--- config.mk ---
export PLATFORM = sky130hd
export DESIGN_NAME = mux8_rr_arbiter
export DESIGN_NICKNAME = d
export VERILOG_FILES = /design/src/rtl/mux8_rr_arbiter_pkg.sv /design/src/rtl/mux8_rr_arbiter_rr_pick.sv /design/src/rtl/mux8_rr_arbiter.sv
export SDC_FILE = /design/constraint.sdc
export NUM_CORES = 1
export LEC_CHECK = 0
export CORE_MARGIN = 8
export CORE_UTILIZATION = 47
export CTS_CLUSTER_DIAMETER = 50
export CTS_CLUSTER_SIZE = 10
export DETAILED_ROUTE_END_ITERATION = 10
export PLACE_DENSITY = 0.79
export SLEW_MARGIN = 0
export SYNTH_ARGS = -nofsm -noshare
export SYNTH_HDL_FRONTEND = slang
export SYNTH_SLANG_ARGS = --single-unit
--- constraint.sdc ---
create_clock -name clk -period 3.3 [get_ports clk]
set_input_delay 0.33 -clock clk [delete_from_list [all_inputs] [get_ports clk]]
set_output_delay 0.33 -clock clk [all_outputs]
set_load 0.01 [all_outputs]
--- src/rtl/mux8_rr_arbiter_pkg.sv ---
// Shared types and constants for the 8:1 mux round-robin arbiter.
// Optional feature macro used by the top: MUX_ARB_HOLD_LIMIT_EN.
package mux_arb_pkg;

  typedef enum logic [0:0] {
    IDLE = 1'b0,
    BUSY = 1'b1
  } arb_state_e;

  localparam int N_REQ_MAX  = 8;
  localparam int HOLD_CNT_W = 8;

  // Saturating increment for the per-grant transfer counter.
  function automatic logic [HOLD_CNT_W-1:0] sat_inc(input logic [HOLD_CNT_W-1:0] v);
    logic [HOLD_CNT_W-1:0] r;
    r = (v == {HOLD_CNT_W{1'b1}}) ? v : v + 8'd1;
    return r;
  endfunction

endpackage

--- src/rtl/mux8_rr_arbiter_rr_pick.sv ---
// Rotating-priority find-first: first set req bit searching from ptr upward,
// wrapping from N_REQ-1 back to 0. Purely combinational.
module rr_pick
  import mux_arb_pkg::*;
#(
  parameter int N_REQ = 8,
  parameter int SEL_W = $clog2(N_REQ)
) (
  input  logic [N_REQ-1:0] req,
  input  logic [SEL_W-1:0] ptr,
  output logic [SEL_W-1:0] winner,
  output logic             any_req
);

  logic [SEL_W-1:0] idx_s;

  // Walk the requesters in priority order and latch the first hit.
  always_comb begin
    winner  = {SEL_W{1'b0}};
    any_req = 1'b0;
    idx_s   = {SEL_W{1'b0}};
    for (int i = 0; i < N_REQ; i++) begin
      idx_s   = ptr + SEL_W'(i);
      winner  = (!any_req && req[idx_s]) ? idx_s : winner;
      any_req = any_req | req[idx_s];
    end
  end

endmodule

--- src/rtl/mux8_rr_arbiter.sv ---
// Round-robin arbiter/sequencer in front of the 8:1 bit mux. Grants one
// requester at a time, drives the mux select, and forwards in[sel] on a
// valid/ready stream. One idle cycle separates successive grants.
// Optional macro MUX_ARB_HOLD_LIMIT_EN: force release after HOLD_MAX
// accepted transfers in one grant.
module mux8_rr_arbiter
  import mux_arb_pkg::*;
#(
  parameter int N_REQ    = 8,
  parameter int SEL_W    = $clog2(N_REQ),
  parameter int HOLD_MAX = 4
) (
  input  logic             clk,
  input  logic             rst_n,
  input  logic [N_REQ-1:0] req,
  input  logic [N_REQ-1:0] in,
  input  logic             out_ready,
  output logic             out,
  output logic             out_valid,
  output logic [SEL_W-1:0] sel,
  output logic [N_REQ-1:0] grant,
  output logic             busy
);

  arb_state_e             state_r;
  logic [SEL_W-1:0]       ptr_r;
  logic [SEL_W-1:0]       sel_r;
  logic [N_REQ-1:0]       grant_r;
  logic [HOLD_CNT_W-1:0]  hold_cnt_r;

  logic [SEL_W-1:0]       winner_s;
  logic                   any_req_s;
  logic                   xfer_s;
  logic                   limit_hit_s;
  logic                   release_s;

  rr_pick #(
    .N_REQ (N_REQ),
    .SEL_W (SEL_W)
  ) u_pick (
    .req     (req),
    .ptr     (ptr_r),
    .winner  (winner_s),
    .any_req (any_req_s)
  );

  assign sel   = sel_r;
  assign grant = grant_r;

  // Output stream: forward the granted requester's bit while BUSY.
  always_comb begin
    busy = (state_r == BUSY);
    if (busy) begin
      out       = in[sel_r];
      out_valid = req[sel_r];
    end else begin
      out       = 1'b0;
      out_valid = 1'b0;
    end
  end

  // Transfer detection and release decision (request drop or hold limit).
  always_comb begin
    xfer_s = out_valid & out_ready;
`ifdef MUX_ARB_HOLD_LIMIT_EN
    limit_hit_s = xfer_s && (hold_cnt_r == HOLD_CNT_W'(HOLD_MAX - 1));
`else
    limit_hit_s = 1'b0;
`endif
    release_s = busy && (!req[sel_r] || limit_hit_s);
  end

  // Arbitration FSM with registered select, grant, pointer and hold counter.
  always_ff @(posedge clk) begin
    if (!rst_n) begin
      state_r    <= IDLE;
      ptr_r      <= {SEL_W{1'b0}};
      sel_r      <= {SEL_W{1'b0}};
      grant_r    <= {N_REQ{1'b0}};
      hold_cnt_r <= {HOLD_CNT_W{1'b0}};
    end else begin
      case (state_r)
        IDLE: begin
          if (any_req_s) begin
            sel_r      <= winner_s;
            grant_r    <= {{(N_REQ-1){1'b0}}, 1'b1} << winner_s;
            hold_cnt_r <= {HOLD_CNT_W{1'b0}};
            state_r    <= BUSY;
          end else begin
            state_r    <= IDLE;
          end
        end
        BUSY: begin
          if (xfer_s) begin
            hold_cnt_r <= sat_inc(hold_cnt_r);
          end else begin
            hold_cnt_r <= hold_cnt_r;
          end
          if (release_s) begin
            grant_r <= {N_REQ{1'b0}};
            ptr_r   <= sel_r + SEL_W'(1);
            state_r <= IDLE;
          end else begin
            state_r <= BUSY;
          end
        end
        default: begin
          state_r <= IDLE;
          grant_r <= {N_REQ{1'b0}};
        end
      endcase
    end
  end

endmodule

==> key figures <==
Setup path
  – Critical path capture point type: flop
  – Startpoint Class: flop
  – Req. time, crit path: 3.48 ns
  – Crit Path Category: reg2reg
  – Largest delay share family, worst path: compound AO/OA/AOI/OAI gates
  – CP Max Fanout: 6
  – CP max stage cell: mux4_2
  – Worst Path Buf+Inv: 1
  – CP peak stage delay: 0.57 ns
  – Worst EP arrival: 3.34 ns
  – R2r setup slk: 0.14 ns
  – Cell Chain, Critical Path: inv_1 -> ha_1 -> mux4_2 -> a211oi_2 -> a22oi_1 -> or3_4 -> o311ai_4 -> o21ai_2 -> a32o_1

Logic synthesis
  – FF+latch count, synth: 15
  – Post-synthesis cell type count: 54
  – Post-synth ARST share: 0
  – Cell count after synthesis: 164
  – Count of flip-flops with a built-in enable after synthesis: 0
  – Post-synthesis sequential area ratio: 0.189
  – Avg Inst Size Synth: 9.70 µm²
  – Post-Syn Nets: 186
  – Synth Flop Type: dfxtp_1
  – Synth warn: 0
  – Post-synthesis cell area: 1590 µm²

Die
  – Cell Rows: 21
  – Initial Util: 0.484
  – Die X: 74.2 µm
  – Die H: 74.2 µm
  – Die area: 5500 µm²
  – IO Count: 33
  – Core area: 3280 µm²

CTS
  – CTS Sinks: 15
  – Worst-path clk slew: 0.09 ns
  – CTS tree: built
  – Total clock buffers created by CTS: 3
  – Worst-case clock buffer depth: 2
  – Clock root buffer master: clkbuf_4
  – H-tree depth: 1
  – Clk_lat worst skew: 0.28 ns

STA
  – RSZ-0062 raised after global routing: false
  – Minimum clock period: 3.16 ns
  – Peak Freq: 0.316 GHz
  – Fin worst setup slack: 0.137 ns
  – Final Hold Viols: 0
  – Slew Viols, Final: 0
  – Worst slew margin: 0.638
  – Setup violators final: 0
  – Period utilization: 0.959
  – Worst-Margin Slew: 0.543 ns
  – Setup TNS: 0 ns
  – Final clock skew: 0.00908 ns

Drt
  – DRC viols: 0
  – Total wire length: 4440 µm
  – Number of detailed-route iterations in the first pass: 4
  – Vias per cell: 6.22
  – ANT nets after route: 0
  – Initial DRC count: 171
  – DR WL/cell: 18.1 µm
  – Vias: 1525

Global routing
  – Gr ovfl total: 0
  – Total GRT Usage: 0.167
  – Largest net degree at the start of global routing: 16
  – Number of global-route vias before repair: 1501
  – Initial antenna violation count: 0
  – First-pass GRT wire length: 7290 µm

Run
  – Max cap viols: 0

Finish
  – Proportion of layout cells with a drive suffix above 1: 0.191
  – Syn-to-layout area delta: 25.8%
  – Area of the multi-input gates: 1220 µm²
  – Fillers: 264
  – N_diodes: 0
  – # nets final: 222
  – Seq. cell area: 300 µm²

Pwr
  – VDD IR max: 0.365 mV
  – Leakage power: 0.708 nW
  – PD cells: 595 nW/µm²

Status
  – Outcome: complete, no violations

Min path
  – Hold Crit Class: reg2reg

Placement
  – GPL Wtd Cong: 0.928
  – Dpl hpwl: 3490 µm
  – Place WS: 0.0803 ns
  – Port Buf Inserts: 31
[final cells by class]
| cell class | count | area share |
|---|---|---|
| clock inverters | 1 | 0.00250 |
| repair buffers | 38 | 0.181 |
| multi-input cells | 134 | 0.611 |
| well taps | 46 | 0.0288 |
| inverters | 8 | 0.0150 |
| clock buffers | 3 | 0.0113 |
| flip-flops and latches | 15 | 0.150 |
[synthesized netlist by cell type (2+ instances only)]
| master | n | share of area |
|---|---|---|
| nand2b_1 | 3 | 0.012 |
| nor2_1 | 9 | 0.021 |
| a221oi_1 | 2 | 0.011 |
| o221ai_1 | 3 | 0.017 |
| o21ai_0 | 5 | 0.016 |
| nand4_1 | 3 | 0.012 |
| a32o_1 | 4 | 0.025 |
| o22a_1 | 2 | 0.011 |
| o31ai_1 | 2 | 0.0094 |
| and2_1 | 2 | 0.0079 |
| mux4_2 | 10 | 0.14 |
| o31ai_2 | 2 | 0.016 |
| inv_1 | 7 | 0.017 |
| buf_2 | 3 | 0.0094 |
| dfxtp_1 | 15 | 0.19 |
| xor2_1 | 3 | 0.017 |
| nand3_1 | 8 | 0.025 |
| a21oi_1 | 12 | 0.038 |
| nand2_1 | 11 | 0.026 |
| a211oi_2 | 2 | 0.016 |
| a211oi_1 | 4 | 0.019 |
| mux4_1 | 3 | 0.050 |
| ha_1 | 3 | 0.024 |
| nor2b_1 | 2 | 0.0079 |
| mux2i_1 | 14 | 0.088 |
| o21a_1 | 2 | 0.0094 |
[final timing paths]
path	end	cells past startpoint	from
min reg2reg	grant[2]$_SDFFE_PN0P_	2	grant[2]$_SDFFE_PN0P_
max reg2reg	grant[4]$_SDFFE_PN0P_	9	ptr_r[1]$_SDFFE_PN0P_
max	grant[4]$_SDFFE_PN0P_	9	ptr_r[1]$_SDFFE_PN0P_
min	grant[2]$_SDFFE_PN0P_	2	grant[2]$_SDFFE_PN0P_
[tightest hold or removal path: cells and delay by family (launching register included)]
family / cells / cell delay, ns
DFF: 1 / 0.32
AOI/OAI and AO/OA: 1 / 0.06
and+or+nand+nor: 1 / 0.06
[report_power, final]
| part | internal (W) | switching, W |
|---|---|---|
| clock | 0.0000449 | 0.0000584 |
| combinational | 0.000381 | 0.000440 |
| sequential | 0.000217 | 0.0000495 |
| total | 0.000643 | 0.000548 |
[per-stage QoR]
step / total power (W) / utilization / cell area (µm²) / std cells / hold slack, ns
4_1_cts: 0.00118 / 0.608 / 2000 / 245 / 0.483
3_3_place_gp: 0.00105 / 0.600 / 1970 / 241 / 0.453
3_5_place_dp: 0.00108 / 0.600 / 1970 / 241 / 0.462
5_1_grt: 0.00127 / 0.609 / 2000 / 245 / 0.512
2_1_floorplan: 0.000857 / - / 1590 / 164 / 0.491
6_report: 0.00119 / 0.609 / 2000 / 245 / 0.476
[metal layers]
layer | wire length [µm] | up-vias | track usage
met4 | 34 | 0 | 0.0399
met2 | 2310 | 62 | 0.291
li1 | - | 729 | -
met1 | 1830 | 730 | 0.205
met5 | 0 | - | 0
met3 | 264 | 4 | 0.0296
[logic make-up after synthesis]
logic type	count (synthesis)	synth area share
mux	31	0.319
compound gates	50	0.251
buf+inv	15	0.0448
xor+xnor	4	0.0220
fa+ha+maj	3	0.0236
simple gates	46	0.151
flops	15	0.189
[sequential cells by signal (all words and copies together), names as in the netlist]
name	cells
ptr_r	3
busy	1
sel	3
grant	8
[what timing repair did]
item                       CTS  global route
setup buffers                0             0
gates resized for setup      0             1
setup endpoints to repair    0             1
hold buffers                 0             0
[cells in the final DEF (no fill, tap or decap), types with 4 or more instances in the layout]
cell type	count
a211oi_1	4
dfxtp_1	15
clkdlybuf4s50_1	31
nand3_1	8
a21oi_1	11
mux2i_1	14
o21ai_0	5
a32o_1	4
nor2_1	9
mux4_2	10
nand2_1	11
inv_1	7
buf_4	7
Power figures use the tool's default switching activity.
